[src/rtl/uart_matrix_token_parser_if.sv]
// Byte stream from the UART receiver into the token parser, and element stream from the parser
// towards matrix storage. The parser takes the slave view; its environment takes the master view.
interface uart_matrix_token_parser_if #(
    parameter int DATA_W = 8
);
    logic [7:0]        rx_data;
    logic              rx_valid;
    logic              rx_ready;
    logic [DATA_W-1:0] elem_data;
    logic              elem_valid;
    logic              elem_ready;

    modport master (
        output rx_data, rx_valid, elem_ready,
        input  rx_ready, elem_data, elem_valid
    );

    modport slave (
        input  rx_data, rx_valid, elem_ready,
        output rx_ready, elem_data, elem_valid
    );
endinterface

[src/rtl/uart_matrix_token_parser.sv]
// ASCII command parser: tokenises signed decimal numbers from the UART byte stream and turns them into
// matrix dimensions, an element stream, generator settings or an operand id depending on the command mode.
module uart_matrix_token_parser #(
    parameter int DATA_W  = 8,
    parameter int DIM_W   = 3,
    parameter int MAX_DIM = 5,
    parameter int CNT_W   = 4
) (
    input  logic                       clk,
    input  logic                       rst_n,
    uart_matrix_token_parser_if.slave  bus,
    input  logic [1:0]                 mode_sel,
    input  logic                       start,
    output logic [DIM_W-1:0]           dim_m,
    output logic [DIM_W-1:0]           dim_n,
    output logic [DATA_W-1:0]          elem_min,
    output logic [DATA_W-1:0]          elem_max,
    output logic [CNT_W-1:0]           count,
    output logic [CNT_W-1:0]           matrix_id,
    output logic                       done,
    output logic                       busy,
    output logic                       err,
    output logic [2:0]                 err_code
);
    localparam int ACC_W0 = (DATA_W > CNT_W) ? DATA_W : CNT_W;
    localparam int ACC_W  = (ACC_W0 > DIM_W) ? ACC_W0 : DIM_W;
    localparam int WIDE_W = ACC_W + 4;
    localparam int TOT_W  = 2 * DIM_W;
    localparam logic [WIDE_W-1:0] LIM_POS = WIDE_W'((2 ** (DATA_W - 1)) - 1);
    localparam logic [WIDE_W-1:0] LIM_NEG = WIDE_W'(2 ** (DATA_W - 1));
    localparam logic [WIDE_W-1:0] LIM_DIM = WIDE_W'((2 ** DIM_W) - 1);
    localparam logic [WIDE_W-1:0] LIM_CNT = WIDE_W'((2 ** CNT_W) - 1);

    typedef enum logic [3:0] {
        S_IDLE, S_GET_M, S_GET_N, S_GET_ELEM, S_GET_CNT,
        S_GET_MIN, S_GET_MAX, S_GET_ID, S_DONE, S_ERR
    } state_e;

    typedef enum logic [1:0] {
        MODE_NONE = 2'b00, MODE_INPUT = 2'b01, MODE_GEN = 2'b10, MODE_SELECT = 2'b11
    } mode_e;

    typedef enum logic [2:0] {
        E_NONE = 3'd0, E_BAD_CHAR = 3'd1, E_OVERFLOW = 3'd2,
        E_DIM_RANGE = 3'd3, E_BAD_MINUS = 3'd4, E_MIN_MAX = 3'd5
    } err_e;

    state_e             state_q, state_d;
    mode_e              mode_q, mode_d;
    logic [ACC_W-1:0]   acc_q, acc_d;
    logic               neg_q, neg_d;
    logic               dig_q, dig_d;
    logic [DIM_W-1:0]   dim_m_q, dim_m_d, dim_n_q, dim_n_d;
    logic [DATA_W-1:0]  elem_data_q, elem_data_d;
    logic               elem_valid_q, elem_valid_d;
    logic [DATA_W-1:0]  elem_min_q, elem_min_d, elem_max_q, elem_max_d;
    logic [CNT_W-1:0]   count_q, count_d, matrix_id_q, matrix_id_d;
    logic [TOT_W-1:0]   elem_cnt_q, elem_cnt_d;
    logic [2:0]         err_code_q, err_code_d;

    logic               byte_fire, elem_fire, is_digit, is_minus, is_sep, signed_field;
    logic               tok_done, err_hit;
    err_e               err_sel;
    logic [WIDE_W-1:0]  acc_wide, limit;
    logic [DATA_W-1:0]  tok_s;
    logic [TOT_W-1:0]   total;

    assign bus.rx_ready  = ~elem_valid_q;
    assign byte_fire     = bus.rx_valid & ~elem_valid_q;
    assign elem_fire     = elem_valid_q & bus.elem_ready;
    assign is_digit      = (bus.rx_data >= 8'h30) && (bus.rx_data <= 8'h39);
    assign is_minus      = (bus.rx_data == 8'h2D);
    assign is_sep        = (bus.rx_data == 8'h20) || (bus.rx_data == 8'h0D) ||
                           (bus.rx_data == 8'h0A) || (bus.rx_data == 8'h2C);
    assign signed_field  = (state_q == S_GET_ELEM) || (state_q == S_GET_MIN) || (state_q == S_GET_MAX);
    assign acc_wide      = WIDE_W'(acc_q) * WIDE_W'(10) + WIDE_W'(bus.rx_data[3:0]);
    assign tok_s         = neg_q ? -acc_q[DATA_W-1:0] : acc_q[DATA_W-1:0];
    assign total         = TOT_W'(dim_m_q) * TOT_W'(dim_n_q);

    // Magnitude ceiling for the field being parsed; a negative signed value may reach one further.
    always_comb begin
        case (state_q)
            S_GET_M, S_GET_N:   limit = LIM_DIM;
            S_GET_CNT, S_GET_ID: limit = LIM_CNT;
            default:            limit = neg_q ? LIM_NEG : LIM_POS;
        endcase
    end

    always_comb begin
        // NOTE: every variable gets its default first, so no path through this block can infer a latch.
        state_d      = state_q;
        mode_d       = mode_q;
        acc_d        = acc_q;
        neg_d        = neg_q;
        dig_d        = dig_q;
        dim_m_d      = dim_m_q;
        dim_n_d      = dim_n_q;
        elem_data_d  = elem_data_q;
        elem_valid_d = elem_valid_q & ~bus.elem_ready;
        elem_min_d   = elem_min_q;
        elem_max_d   = elem_max_q;
        count_d      = count_q;
        matrix_id_d  = matrix_id_q;
        elem_cnt_d   = elem_cnt_q;
        err_code_d   = err_code_q;
        tok_done     = 1'b0;
        err_hit      = 1'b0;
        err_sel      = E_NONE;

        case (state_q)
            S_IDLE: begin
                acc_d = '0;
                neg_d = 1'b0;
                dig_d = 1'b0;
                if (start && (mode_sel != 2'b00)) begin
                    mode_d     = mode_e'(mode_sel);
                    elem_cnt_d = '0;
                    state_d    = (mode_e'(mode_sel) == MODE_SELECT) ? S_GET_ID : S_GET_M;
                end
            end
            S_DONE, S_ERR: state_d = S_IDLE;
            default: begin
                if ((state_q == S_GET_ELEM) && elem_fire) begin
                    elem_cnt_d = elem_cnt_q + TOT_W'(1);
                    if (elem_cnt_d == total) state_d = S_DONE;
                end
                if (byte_fire) begin
                    if (is_digit) begin
                        if (acc_wide > limit) begin
                            err_hit = 1'b1;
                            err_sel = E_OVERFLOW;
                        end else begin
                            acc_d = acc_wide[ACC_W-1:0];
                            dig_d = 1'b1;
                        end
                    end else if (is_minus) begin
                        if (!signed_field || dig_q || neg_q) begin
                            err_hit = 1'b1;
                            err_sel = E_BAD_MINUS;
                        end else begin
                            neg_d = 1'b1;
                        end
                    end else if (is_sep) begin
                        // A lone minus before a separator is a malformed signed token.
                        if (dig_q) begin
                            tok_done = 1'b1;
                        end else if (neg_q) begin
                            err_hit = 1'b1;
                            err_sel = E_BAD_MINUS;
                        end
                    end else begin
                        err_hit = 1'b1;
                        err_sel = E_BAD_CHAR;
                    end
                end
            end
        endcase

        if (tok_done) begin
            acc_d = '0;
            neg_d = 1'b0;
            dig_d = 1'b0;
            case (state_q)
                S_GET_M, S_GET_N: begin
                    if ((acc_q == '0) || (acc_q > ACC_W'(MAX_DIM))) begin
                        err_hit = 1'b1;
                        err_sel = E_DIM_RANGE;
                    end else if (state_q == S_GET_M) begin
                        dim_m_d = acc_q[DIM_W-1:0];
                        state_d = S_GET_N;
                    end else begin
                        dim_n_d    = acc_q[DIM_W-1:0];
                        elem_cnt_d = '0;
                        state_d    = (mode_q == MODE_GEN) ? S_GET_CNT : S_GET_ELEM;
                    end
                end
                S_GET_ELEM: begin
                    elem_data_d  = tok_s;
                    elem_valid_d = 1'b1;
                end
                S_GET_CNT: begin
                    count_d = acc_q[CNT_W-1:0];
                    state_d = S_GET_MIN;
                end
                S_GET_MIN: begin
                    elem_min_d = tok_s;
                    state_d    = S_GET_MAX;
                end
                S_GET_MAX: begin
                    if ($signed(elem_min_q) > $signed(tok_s)) begin
                        err_hit = 1'b1;
                        err_sel = E_MIN_MAX;
                    end else begin
                        elem_max_d = tok_s;
                        state_d    = S_DONE;
                    end
                end
                S_GET_ID: begin
                    matrix_id_d = acc_q[CNT_W-1:0];
                    state_d     = S_DONE;
                end
                default: ;
            endcase
        end

        if (err_hit) begin
            state_d    = S_ERR;
            err_code_d = err_sel;
            acc_d      = '0;
            neg_d      = 1'b0;
            dig_d      = 1'b0;
        end
    end

    // NOTE: sequential state uses non-blocking assignments so every flop samples the pre-edge values.
    always_ff @(posedge clk or negedge rst_n) begin
        if (!rst_n) begin
            state_q      <= S_IDLE;
            mode_q       <= MODE_NONE;
            acc_q        <= '0;
            neg_q        <= 1'b0;
            dig_q        <= 1'b0;
            dim_m_q      <= '0;
            dim_n_q      <= '0;
            elem_data_q  <= '0;
            elem_valid_q <= 1'b0;
            elem_min_q   <= '0;
            elem_max_q   <= DATA_W'(9);
            count_q      <= '0;
            matrix_id_q  <= '0;
            elem_cnt_q   <= '0;
            err_code_q   <= '0;
        end else begin
            state_q      <= state_d;
            mode_q       <= mode_d;
            acc_q        <= acc_d;
            neg_q        <= neg_d;
            dig_q        <= dig_d;
            dim_m_q      <= dim_m_d;
            dim_n_q      <= dim_n_d;
            elem_data_q  <= elem_data_d;
            elem_valid_q <= elem_valid_d;
            elem_min_q   <= elem_min_d;
            elem_max_q   <= elem_max_d;
            count_q      <= count_d;
            matrix_id_q  <= matrix_id_d;
            elem_cnt_q   <= elem_cnt_d;
            err_code_q   <= err_code_d;
        end
    end

    assign bus.elem_data  = elem_data_q;
    assign bus.elem_valid = elem_valid_q;
    assign dim_m          = dim_m_q;
    assign dim_n          = dim_n_q;
    assign elem_min       = elem_min_q;
    assign elem_max       = elem_max_q;
    assign count          = count_q;
    assign matrix_id      = matrix_id_q;
    assign err_code       = err_code_q;
    assign done           = (state_q == S_DONE);
    assign err            = (state_q == S_ERR);
    assign busy           = (state_q != S_IDLE);
endmodule

[src/flat_wrapper.sv]
// flat-port wrapper written by rule: the top's interface ports become plain ports
module uart_matrix_token_parser_flat 
#(
    parameter int DATA_W  = 8,
    parameter int DIM_W   = 3,
    parameter int MAX_DIM = 5,
    parameter int CNT_W   = 4
)
  (clk, rst_n, mode_sel, start, dim_m, dim_n, elem_min, elem_max, count, matrix_id, done, busy, err, err_code, bus_rx_data, bus_rx_valid, bus_elem_ready, bus_rx_ready, bus_elem_data, bus_elem_valid);
  uart_matrix_token_parser_if #(.DATA_W(DATA_W)) bus_i ();
  input  logic clk;
  input  logic rst_n;
  input  logic [1:0] mode_sel;
  input  logic start;
  output logic [DIM_W-1:0] dim_m;
  output logic [DIM_W-1:0] dim_n;
  output logic [DATA_W-1:0] elem_min;
  output logic [DATA_W-1:0] elem_max;
  output logic [CNT_W-1:0] count;
  output logic [CNT_W-1:0] matrix_id;
  output logic done;
  output logic busy;
  output logic err;
  output logic [2:0] err_code;
  input wire logic [$bits(bus_i.rx_data)-1:0] bus_rx_data;
  input wire logic [$bits(bus_i.rx_valid)-1:0] bus_rx_valid;
  input wire logic [$bits(bus_i.elem_ready)-1:0] bus_elem_ready;
  output wire logic [$bits(bus_i.rx_ready)-1:0] bus_rx_ready;
  output wire logic [$bits(bus_i.elem_data)-1:0] bus_elem_data;
  output wire logic [$bits(bus_i.elem_valid)-1:0] bus_elem_valid;
  assign bus_i.rx_data = bus_rx_data;
  assign bus_i.rx_valid = bus_rx_valid;
  assign bus_i.elem_ready = bus_elem_ready;
  assign bus_rx_ready = bus_i.rx_ready;
  assign bus_elem_data = bus_i.elem_data;
  assign bus_elem_valid = bus_i.elem_valid;
  uart_matrix_token_parser #(.DATA_W(DATA_W), .DIM_W(DIM_W), .MAX_DIM(MAX_DIM), .CNT_W(CNT_W)) u_core (.clk(clk), .rst_n(rst_n), .bus(bus_i), .mode_sel(mode_sel), .start(start), .dim_m(dim_m), .dim_n(dim_n), .elem_min(elem_min), .elem_max(elem_max), .count(count), .matrix_id(matrix_id), .done(done), .busy(busy), .err(err), .err_code(err_code));
endmodule
[config.mk]
export PLATFORM = sky130hd
export DESIGN_NAME = uart_matrix_token_parser_flat
export DESIGN_NICKNAME = d
export VERILOG_FILES = /design/src/rtl/uart_matrix_token_parser_if.sv /design/src/rtl/uart_matrix_token_parser.sv /design/src/flat_wrapper.sv
export SDC_FILE = /design/constraint.sdc
export NUM_CORES = 1
export LEC_CHECK = 0
export ABC_AREA = 1
export CAP_MARGIN = 0
export CORE_MARGIN = 4
export CORE_UTILIZATION = 45
export CTS_CLUSTER_DIAMETER = 30
export DETAILED_ROUTE_END_ITERATION = 12
export DONT_BUFFER_PORTS = 1
export SYNTH_ARGS = -nofsm -noshare
export SYNTH_HDL_FRONTEND = slang
export SYNTH_SLANG_ARGS = --single-unit
[constraint.sdc]
create_clock -name clk -period 5.8 [get_ports clk]
set_input_delay 0.87 -clock clk [delete_from_list [all_inputs] [get_ports clk]]
set_output_delay 0.87 -clock clk [all_outputs]
set_load 0.01 [all_outputs]
==> results.py <==
metrics = {
    "status": {
        "outcome": "completed",
    },
    "grt": {
        "grt_max_degree": 65,
        "grtUsageTotal": 0.196,
        "grt_pass1_wl_um": 18300,
        "gr-total-overflow": 0,
        "grt_pass1_vias": 3765,
        "antenna_found_initial": 0,
    },
    "floorplanning": {
        "io_pins": 61,
        "initial_utilization": 0.462,
        "dieWidth_um": 108,
        "core_area_um2": 9820,
        "rows": 36,
        "dieArea_um2": 11800,
        "die_h_um": 108,
    },
    "placement": {
        "pre_cts_slack_ns": 1.93,
        "port_buffers": 0,
        "globalplace.congestion": 0.911,
        "hpwl_um": 8570,
    },
    "finish": {
        "drive_gt1_frac": 0.0784,
        "mostFrequentLayoutCells": "nand2_1, inv_1, dfrtp_1, nor2_1, o21ai_0",
        "fin_util": 0.494,
        "n_antenna_cell": 0,
        "mostFrequentLayoutCell": "nand2_1",
        "finalNetCount": 665,
        "area_delta_synth_final_pct": 6.87,
    },
    "timing": {
        "max_slew_margin": 0.650,
        "finalCritPeriodShare": 0.670,
        "setup_violations": 0,
        "setup_tns_ns": 0,
        "drv_slew": 0,
        "min_period_ns": 3.89,
        "rsz0062_at_grt": "false",
        "tightestPinTransition_ns": 0.522,
        "hold_viol_final": 0,
        "timing.final.ws_setup_ns": 1.91,
        "fmax_ghz": 0.257,
        "finClkSkew_ns": 0.0172,
    },
    "synth": {
        "postSynthCellCount": 604,
        "synth_edf_count": 0,
        "synth_top_family_by_area": "simple AND/OR/NAND/NOR gates",
        "synth_fp_nets": 662,
        "netlist_area_um2": 4540,
        "synth-compound-area-share": 0.121,
        "yosys_warnings": 0,
        "yosysSeqAreaShare": 0.353,
        "synth_fa_ha_area_frac": 0.125,
        "synthArstFlopShare": 1.00,
        "ys_ff_latch": 64,
        "synth_xor_xnor_area_share": 0.0347,
        "yosys.area_share.simple": 0.289,
        "synth_cell_types": 46,
        "ys.flop_type": "dfrtp_1",
        "synthMuxAreaShare": 0,
        "avgSynthCellArea_um2": 7.51,
    },
    "worst_hold_path": {
        "hp-class": "input pin to asynchronous set/reset pin",
    },
    "routing": {
        "drt_iter0_markers": 239,
        "antenna_left": 0,
        "wl_um": 10900,
        "drc": 0,
        "dr.pass1.iters": 4,
        "wl_per_cell_um": 14.7,
        "vias": 3908,
        "via_per_inst": 5.25,
    },
    "worst_setup_path": {
        "crit_type": "flip-flop to flip-flop",
        "crit_start": "u_core.acc_q[1]",
        "r2r_setup_slack_ns": 1.91,
        "cp-end-kind": "flip-flop",
        "critical_path.endpoint": "u_core.acc_q[6]",
        "crit_path_start_kind": "flip-flop",
        "critical-path-top-delay-family": "simple AND/OR/NAND/NOR gates",
        "rr_worst_depth": 22,
        "worst-path-stages": 22,
        "cp_num_buf_inv": 2,
        "required_ns": 6.08,
        "critPathMaxStageDelay_ns": 0.46,
        "r2r_start": "u_core.acc_q[1]",
        "cp_max_fo": 11,
        "crit_chain": "ha_1 -> ha_1 -> fa_1 -> nand2_1 -> inv_1 -> nor2_1 -> inv_1 -> nor2_1 -> xnor2_1 -> ha_1 -> nand2_1 -> nor2_1 -> nand3_1 -> nor2_1 -> a21oi_1 -> nor2_1 -> nand2_1 -> a21oi_1 -> nand4_2 -> nand3_4 -> nand2_1 -> nand2_1",
        "critPathArrivalTime_ns": 4.17,
        "slowest_stage": "dfrtp_1",
        "rr_endpoint": "u_core.acc_q[6]",
    },
    "pwr": {
        "p_leak_uw": 0.00255,
        "power_density_nw_per_um2": 443,
        "peakVddDrop_v": 0.000275,
    },
    "cts": {
        "clkSinkCount": 64,
        "clockBufferDepth": 2,
        "htree_levels": 3,
        "numCtsBuffers": 9,
        "clock_latency_ns": 0.35,
        "clockRootBuffer": "clkbuf_8",
        "cts_setup_buffers": 0,
        "cts_tree": "yes",
        "cts_resized": 0,
        "hold_buffers": 0,
        "cts.clk_slew.worst_paths_ns": 0.08,
    },
    "job": {
        "max_cap_viol_count": 0,
    },
}
## Yosys cell counts, drive strengths merged (2+ instances only)
library cell / count / area [um^2]
nand3: 36 / 233
fa: 4 / 80.1
xor2: 14 / 123
inv: 81 / 304
dfrtp: 62 / 1550
o31ai: 2 / 15.0
dfstp: 2 / 52.6
buf: 4 / 28.8
o211ai: 4 / 30.0
a31oi: 3 / 18.8
nand4: 13 / 87.6
a21oi: 24 / 124
clkbuf: 4 / 15.0
xnor2: 4 / 35.0
nand2: 165 / 634
a21boi: 3 / 22.5
a21o: 2 / 15.0
nor2: 63 / 264
o21ai: 55 / 275
nor3: 6 / 35.0
or2: 2 / 12.5
ha: 39 / 488
nand3b: 3 / 22.5
## flip-flops by register name (all words and copies together) (netlist names)
register / flops
u_core.mode_q: 2
u_core.acc_q: 8
u_core.dim_m: 3
u_core.bus.elem_data: 8
u_core.matrix_id: 4
u_core.bus.elem_valid: 1
u_core.elem_cnt_q: 6
u_core.dim_n: 3
u_core.err_code: 3
u_core.elem_min: 8
u_core.count: 4
u_core.elem_max: 8
u_core.neg_q: 1
u_core.dig_q: 1
u_core.state_q: 4
## how the worst min path moves through the flow
stage / startpoint / to / slack [ns] / cells past startpoint
floorplan: u_core.mode_q[1] / u_core.mode_q[1] / 0.44 / 2
global route: rst_n / u_core.dim_m[1] / 0.19 / 0
finish: rst_n / u_core.count[3] / 0.21 / 0
CTS: rst_n / u_core.count[3] / 0.18 / 0
detailed placement: u_core.mode_q[1] / u_core.mode_q[1] / 0.47 / 2
global placement: u_core.mode_q[1] / u_core.mode_q[1] / 0.46 / 2
## report_power, final
part           total (uW)  switching (uW)  internal, uW
registers             575            78.4           496
logic                1200             783           415
clock network         376             179           197
total                2150            1040          1110
## metal layers
metal  vias to the layer above  wire (um)  part of all wire  track usage
li1                       1975          -                 -            -
met1                      1835       5080              0.46        0.259
met2                        85       5060              0.46        0.306
met3                        13        639             0.058       0.0543
met4                         0        160             0.015       0.0721
met5                         -          0                 0            0
## through the flow
stage | instances | area (um^2) | hold slack, ns | total power [uW]
finish | 745 | 4850 | 0.210 | 2150
global route | 745 | 4850 | 0.185 | 2370
floorplan | 604 | 4540 | 0.442 | 1520
global placement | 729 | 4660 | 0.457 | 1740
CTS | 745 | 4850 | 0.183 | 2160
detailed placement | 729 | 4660 | 0.470 | 1780
## area by class of cell
cell class / instances / area [um^2]
clock buffer: 10 / 128
multi-input combinational: 451 / 2590
tap: 133 / 166
inverter: 81 / 304
clock inverter: 6 / 61.3
sequential: 64 / 1600
fill: 1025 / 4970
## cell families after synthesis
group           Yosys count
simple gates            291
flops                    64
xor+xnor                 18
compound gates           99
fa+ha+maj                43
buf+inv                  89
## worst reg2reg max path: stages (launching register included)
cell	delay, ns
dfrtp_1	0.46
ha_1	0.33
ha_1	0.24
fa_1	0.41
nand2_1	0.10
inv_1	0.04
nor2_1	0.17
inv_1	0.06
nor2_1	0.16
xnor2_1	0.12
ha_1	0.31
nand2_1	0.06
nor2_1	0.15
nand3_1	0.09
nor2_1	0.09
a21oi_1	0.05
nor2_1	0.10
nand2_1	0.08
a21oi_1	0.18
nand4_2	0.28
nand3_4	0.21
nand2_1	0.07
nand2_1	0.06
Power figures use the tool's default switching activity.
